[src/rtl/comparator_nbit_seq.sv]
// Multi-cycle WIDTH-bit magnitude comparator (signed/unsigned), SLICE bits per cycle from the MSB, early exit on the first unequal slice.
// Latency: done in cycle k+1 after a start (k = slices examined); start is accepted only in IDLE, and a start while busy is dropped.
module comparator_nbit_seq #(
  parameter int WIDTH = 8,
  parameter int SLICE = 2
) (
  input  logic             clk,
  input  logic             rst_n,
  input  logic             start,
  input  logic             signed_mode,
  input  logic [WIDTH-1:0] a,
  input  logic [WIDTH-1:0] b,
  output logic             busy,
  output logic             done,
  output logic             lt,
  output logic             gt,
  output logic             eq
);

  localparam int NSLICE = WIDTH / SLICE;
  localparam int IDXW   = (NSLICE > 1) ? $clog2(NSLICE) : 1;
  localparam logic [IDXW-1:0] TOP_IDX = IDXW'(NSLICE - 1);

  typedef enum logic [1:0] {IDLE, RUN, DONE} state_t;

  state_t           state_q;
  logic [WIDTH-1:0] a_q, b_q;
  logic             sm_q;
  logic [IDXW-1:0]  idx_q;
  logic             busy_q, done_q, lt_q, gt_q, eq_q;
  logic [SLICE-1:0] slice_a, slice_b;

  // Flipping the sign bit of the top slice maps two's-complement order onto unsigned order.
  always_comb begin
    slice_a = '0;
    slice_b = '0;
    for (int i = 0; i < NSLICE; i++) begin
      if (idx_q == IDXW'(i)) begin
        slice_a = a_q[i*SLICE +: SLICE];
        slice_b = b_q[i*SLICE +: SLICE];
      end
    end
    if (sm_q && (idx_q == TOP_IDX)) begin
      slice_a[SLICE-1] = ~slice_a[SLICE-1];
      slice_b[SLICE-1] = ~slice_b[SLICE-1];
    end
  end

  always_ff @(posedge clk) begin
    if (!rst_n) begin
      state_q <= IDLE;
      a_q     <= '0;
      b_q     <= '0;
      sm_q    <= 1'b0;
      idx_q   <= '0;
      busy_q  <= 1'b0;
      done_q  <= 1'b0;
      lt_q    <= 1'b0;
      gt_q    <= 1'b0;
      eq_q    <= 1'b0;
    end else begin
      case (state_q)
        IDLE: begin
          if (start) begin
            a_q     <= a;
            b_q     <= b;
            sm_q    <= signed_mode;
            idx_q   <= TOP_IDX;
            busy_q  <= 1'b1;
            state_q <= RUN;
          end
        end
        RUN: begin
          if (slice_a > slice_b) begin
            gt_q    <= 1'b1;
            lt_q    <= 1'b0;
            eq_q    <= 1'b0;
            busy_q  <= 1'b0;
            done_q  <= 1'b1;
            state_q <= DONE;
          end else if (slice_a < slice_b) begin
            lt_q    <= 1'b1;
            gt_q    <= 1'b0;
            eq_q    <= 1'b0;
            busy_q  <= 1'b0;
            done_q  <= 1'b1;
            state_q <= DONE;
          end else if (idx_q == '0) begin
            eq_q    <= 1'b1;
            lt_q    <= 1'b0;
            gt_q    <= 1'b0;
            busy_q  <= 1'b0;
            done_q  <= 1'b1;
            state_q <= DONE;
          end else begin
            idx_q <= idx_q - 1'b1;
          end
        end
        DONE: begin
          done_q  <= 1'b0;
          state_q <= IDLE;
        end
        default: begin
          busy_q  <= 1'b0;
          done_q  <= 1'b0;
          state_q <= IDLE;
        end
      endcase
    end
  end

  assign busy = busy_q;
  assign done = done_q;
  assign lt   = lt_q;
  assign gt   = gt_q;
  assign eq   = eq_q;

endmodule

[config.mk]
export PLATFORM = sky130hd
export DESIGN_NAME = comparator_nbit_seq
export DESIGN_NICKNAME = d
export VERILOG_FILES = /design/src/rtl/comparator_nbit_seq.sv
export SDC_FILE = /design/constraint.sdc
export NUM_CORES = 1
export LEC_CHECK = 0
export CAP_MARGIN = 15
export CORE_ASPECT_RATIO = 0.8
export CORE_UTILIZATION = 54
export DETAILED_ROUTE_END_ITERATION = 10
export PLACE_DENSITY = 0.83
export SETUP_SLACK_MARGIN = 0.05
export SYNTH_ARGS = -nofsm -noshare
export SYNTH_HDL_FRONTEND = slang
export SYNTH_SLANG_ARGS = --single-unit
[constraint.sdc]
create_clock -name clk -period 5.3 [get_ports clk]
set_clock_uncertainty 0.2 [all_clocks]
set_input_delay 0.795 -clock clk [delete_from_list [all_inputs] [get_ports clk]]
set_output_delay 0.795 -clock clk [all_outputs]
set_load 0.005 [all_outputs]
==> out/summary.txt <==
H-tree levels: 1
TritonCTS clock tree: yes
Setup repair after global routing missed its margin: false
Util after Layout: 69.6%
Syn Area/Cell: 8.11 µm²
Worst Setup End Kind: register
Cts repair resizes: 0
DRT iter0 DRCs: 36
Leak: 0.573 nW
F_max: 0.382 GHz
Worst slew pin tran: 0.744 ns
ANT nets after route: 0
CTS buffer count: 3
Largest net degree at the start of global routing: 25
Most frequent CP cell: ha_1
Minimum clock period: 2.62 ns
First-pass GRT wire length: 4160 µm
Post-synthesis cell area: 0.00124 mm²
Setup Viol. Count Final: 0
Sum of negative setup slack: 0 ns
Outcome: complete, no violations
Mean number of vias per cell: 5.50
CP startpoint kind: register
I/O Buffers: 24
Slew Limit Fails: 0
Max_cap viols: 0
Post-route DRC violation count: 0
Routability cong.: 0.789
Synth Flop Type: dfxtp_1
DR pass1 iterations: 4
Finished Layout Cells: 198
Core area: 0.00216 mm²
Number of cells on the worst hold path: 2
Mapped Cells: 153
CTS sink cnt: 26
Die ar.: 0.00250 mm²
Slew Limit Headroom: 50.4%
Clk slew on worst S/H paths: 0.14 ns
DPL Wire Length: 1860 µm
Clk root buf: clkbuf_4
Hold crit path type: reg2reg
Placed cell count: 194
Routed WL: 2550 µm
CP max FO: 8
Final period util: 49.3%
Ys async rst share: 0%
Routed wire per std cell: 12.9 µm
Post-synth EDFFs: 0
Worst hold slack: 0.267 ns
Die height: 44.9 µm
Critical-path cell list: inv_1 > ha_1 > a21oi_1 > o21ai_0 > a22o_1 > ha_1 > and2_0 > nand3b_1 > a32o_1
Fillcell total: 189
Seq cells post-synth: 26
Mapped Nets: 179
Largest stage delay, worst path: 0.41 ns
Register area share after synthesis: 41.9%
Endpoints failing hold: 0
Total track usage: 21.5%
Grt total ovfl: 0
CP max stage cell: dfxtp_1
Initial cell density of the core: 57.5%
Peak supply drop: 0.215 mV
R2r startpoint: idx_q[0]$_SDFFE_PN0P_
Worst Path Required: 5.33 ns
Rows: 15
Final worst slack: 2.68 ns
Power per Cell Area: 312 mW/mm²
ANT cells: 0
Initial antenna violation count: 0
Vias in the first global route: 966
Crit. Startpoint: idx_q[0]$_SDFFE_PN0P_
Path type of the worst setup path: reg2reg
HP Start: b_q[5]$_SDFFE_PN0P_
Cts hold-fix bufs: 0
Post-CTS setup buffers: 0
Detailed-route via count: 1089
Latest clock arrival within the worst-skew pair: 0.32 ns
Clk buf depth: 2
Pre-CTS setup slack: 2.74 ns
Final nets: 200
R2r worst-path depth: 9
# IOs: 25
Cell variety after synth: 32
WP data arrival: 2.65 ns
Layout cells sized above 1: 3.47%
Area Growth Syn to Fin: 21.1%
Die Wd: 55.6 µm
Synth Warn #: 0
[kinds of logic after synthesis]
group	synth area share, %
simple gates	21.9
flops	41.9
fa+ha+maj	6.05
xor+xnor	1.41
buf+inv	6.15
compound gates	22.6
[sequential cells by signal (all words and copies together) (netlist names)]
name     flops
idx_q        2
b_q          8
gt           1
a_q          8
state_q      2
eq           1
done         1
lt           1
sm_q         1
busy         1
[metal layers]
layer  vias to the layer above  track usage, %  wire length [µm]
met5                         -               0                 0
li1                        564               -                 -
met2                        25            38.3              1130
met1                       498            27.0              1290
met3                         2            5.73               113
met4                         0            4.50                16
[synthesized netlist by cell type, types with 3 or more instances]
cell / number / share of area [%]
inv_1: 8 / 2.4
a31oi_1: 3 / 1.5
o21ai_0: 5 / 2.0
ha_1: 6 / 6.0
a21oi_1: 28 / 11
dfxtp_1: 26 / 42
nand2_1: 40 / 12
clkbuf_1: 4 / 1.2
[report_power, final]
group	switching [mW]	internal (mW)	total, mW
clock network	0.0564	0.0420	0.0984
registers	0.0147	0.215	0.230
logic	0.0739	0.0669	0.141
[layout by cell type, fill, tap and decap left out, drive strengths merged, types with 2 or more instances in the layout]
cell type | netlist | routed
a21oi | 28 | 28
a22o | 2 | 2
a22oi | 2 | 2
a31oi | 3 | 3
a41o | 2 | 2
clkbuf | 4 | 4
clkdlybuf4s50 | 0 | 24
dfxtp | 26 | 26
ha | 6 | 6
inv | 8 | 8
nand2 | 40 | 40
nand2b | 2 | 2
nand3 | 2 | 2
nand3b | 2 | 2
nor2b | 2 | 2
nor3b | 2 | 2
o21ai | 5 | 5
xor2 | 2 | 2
[final timing paths]
kind | slack (ns) | endpoint
setup / recovery | 2.68 | done$_SDFFE_PN0P_
hold / removal | 0.27 | b_q[5]$_SDFFE_PN0P_
setup reg to reg | 2.68 | done$_SDFFE_PN0P_
hold reg to reg | 0.27 | b_q[5]$_SDFFE_PN0P_
[final cells by class]
type                    instances  area (µm²)  area share (%)
well taps                      25        31.3            2.08
clock buffers                   4        36.3            2.41
repair buffers                 24         240            16.0
multi-input cells             111         644            42.9
flip-flops and latches         26         520            34.6
inverters                       8        30.0            2.00
[worst max-delay path: cells and delay by family, from the launching register on]
| kind | cells | cell delay, ns |
|---|---|---|
| AOI/OAI and AO/OA | 4 | 0.73 |
| DFF | 1 | 0.41 |
| and+or+nand+nor | 2 | 0.47 |
| buffers and inverters | 1 | 0.10 |
| adders and majority gates | 2 | 0.62 |
[metrics by stage]
step	area (µm²)	total power, mW
global placement	1470	0.368
global route	1500	0.499
finish	1500	0.469
detailed placement	1470	0.374
floorplan	1240	0.331
CTS	1500	0.472
Power figures use the tool's default switching activity.
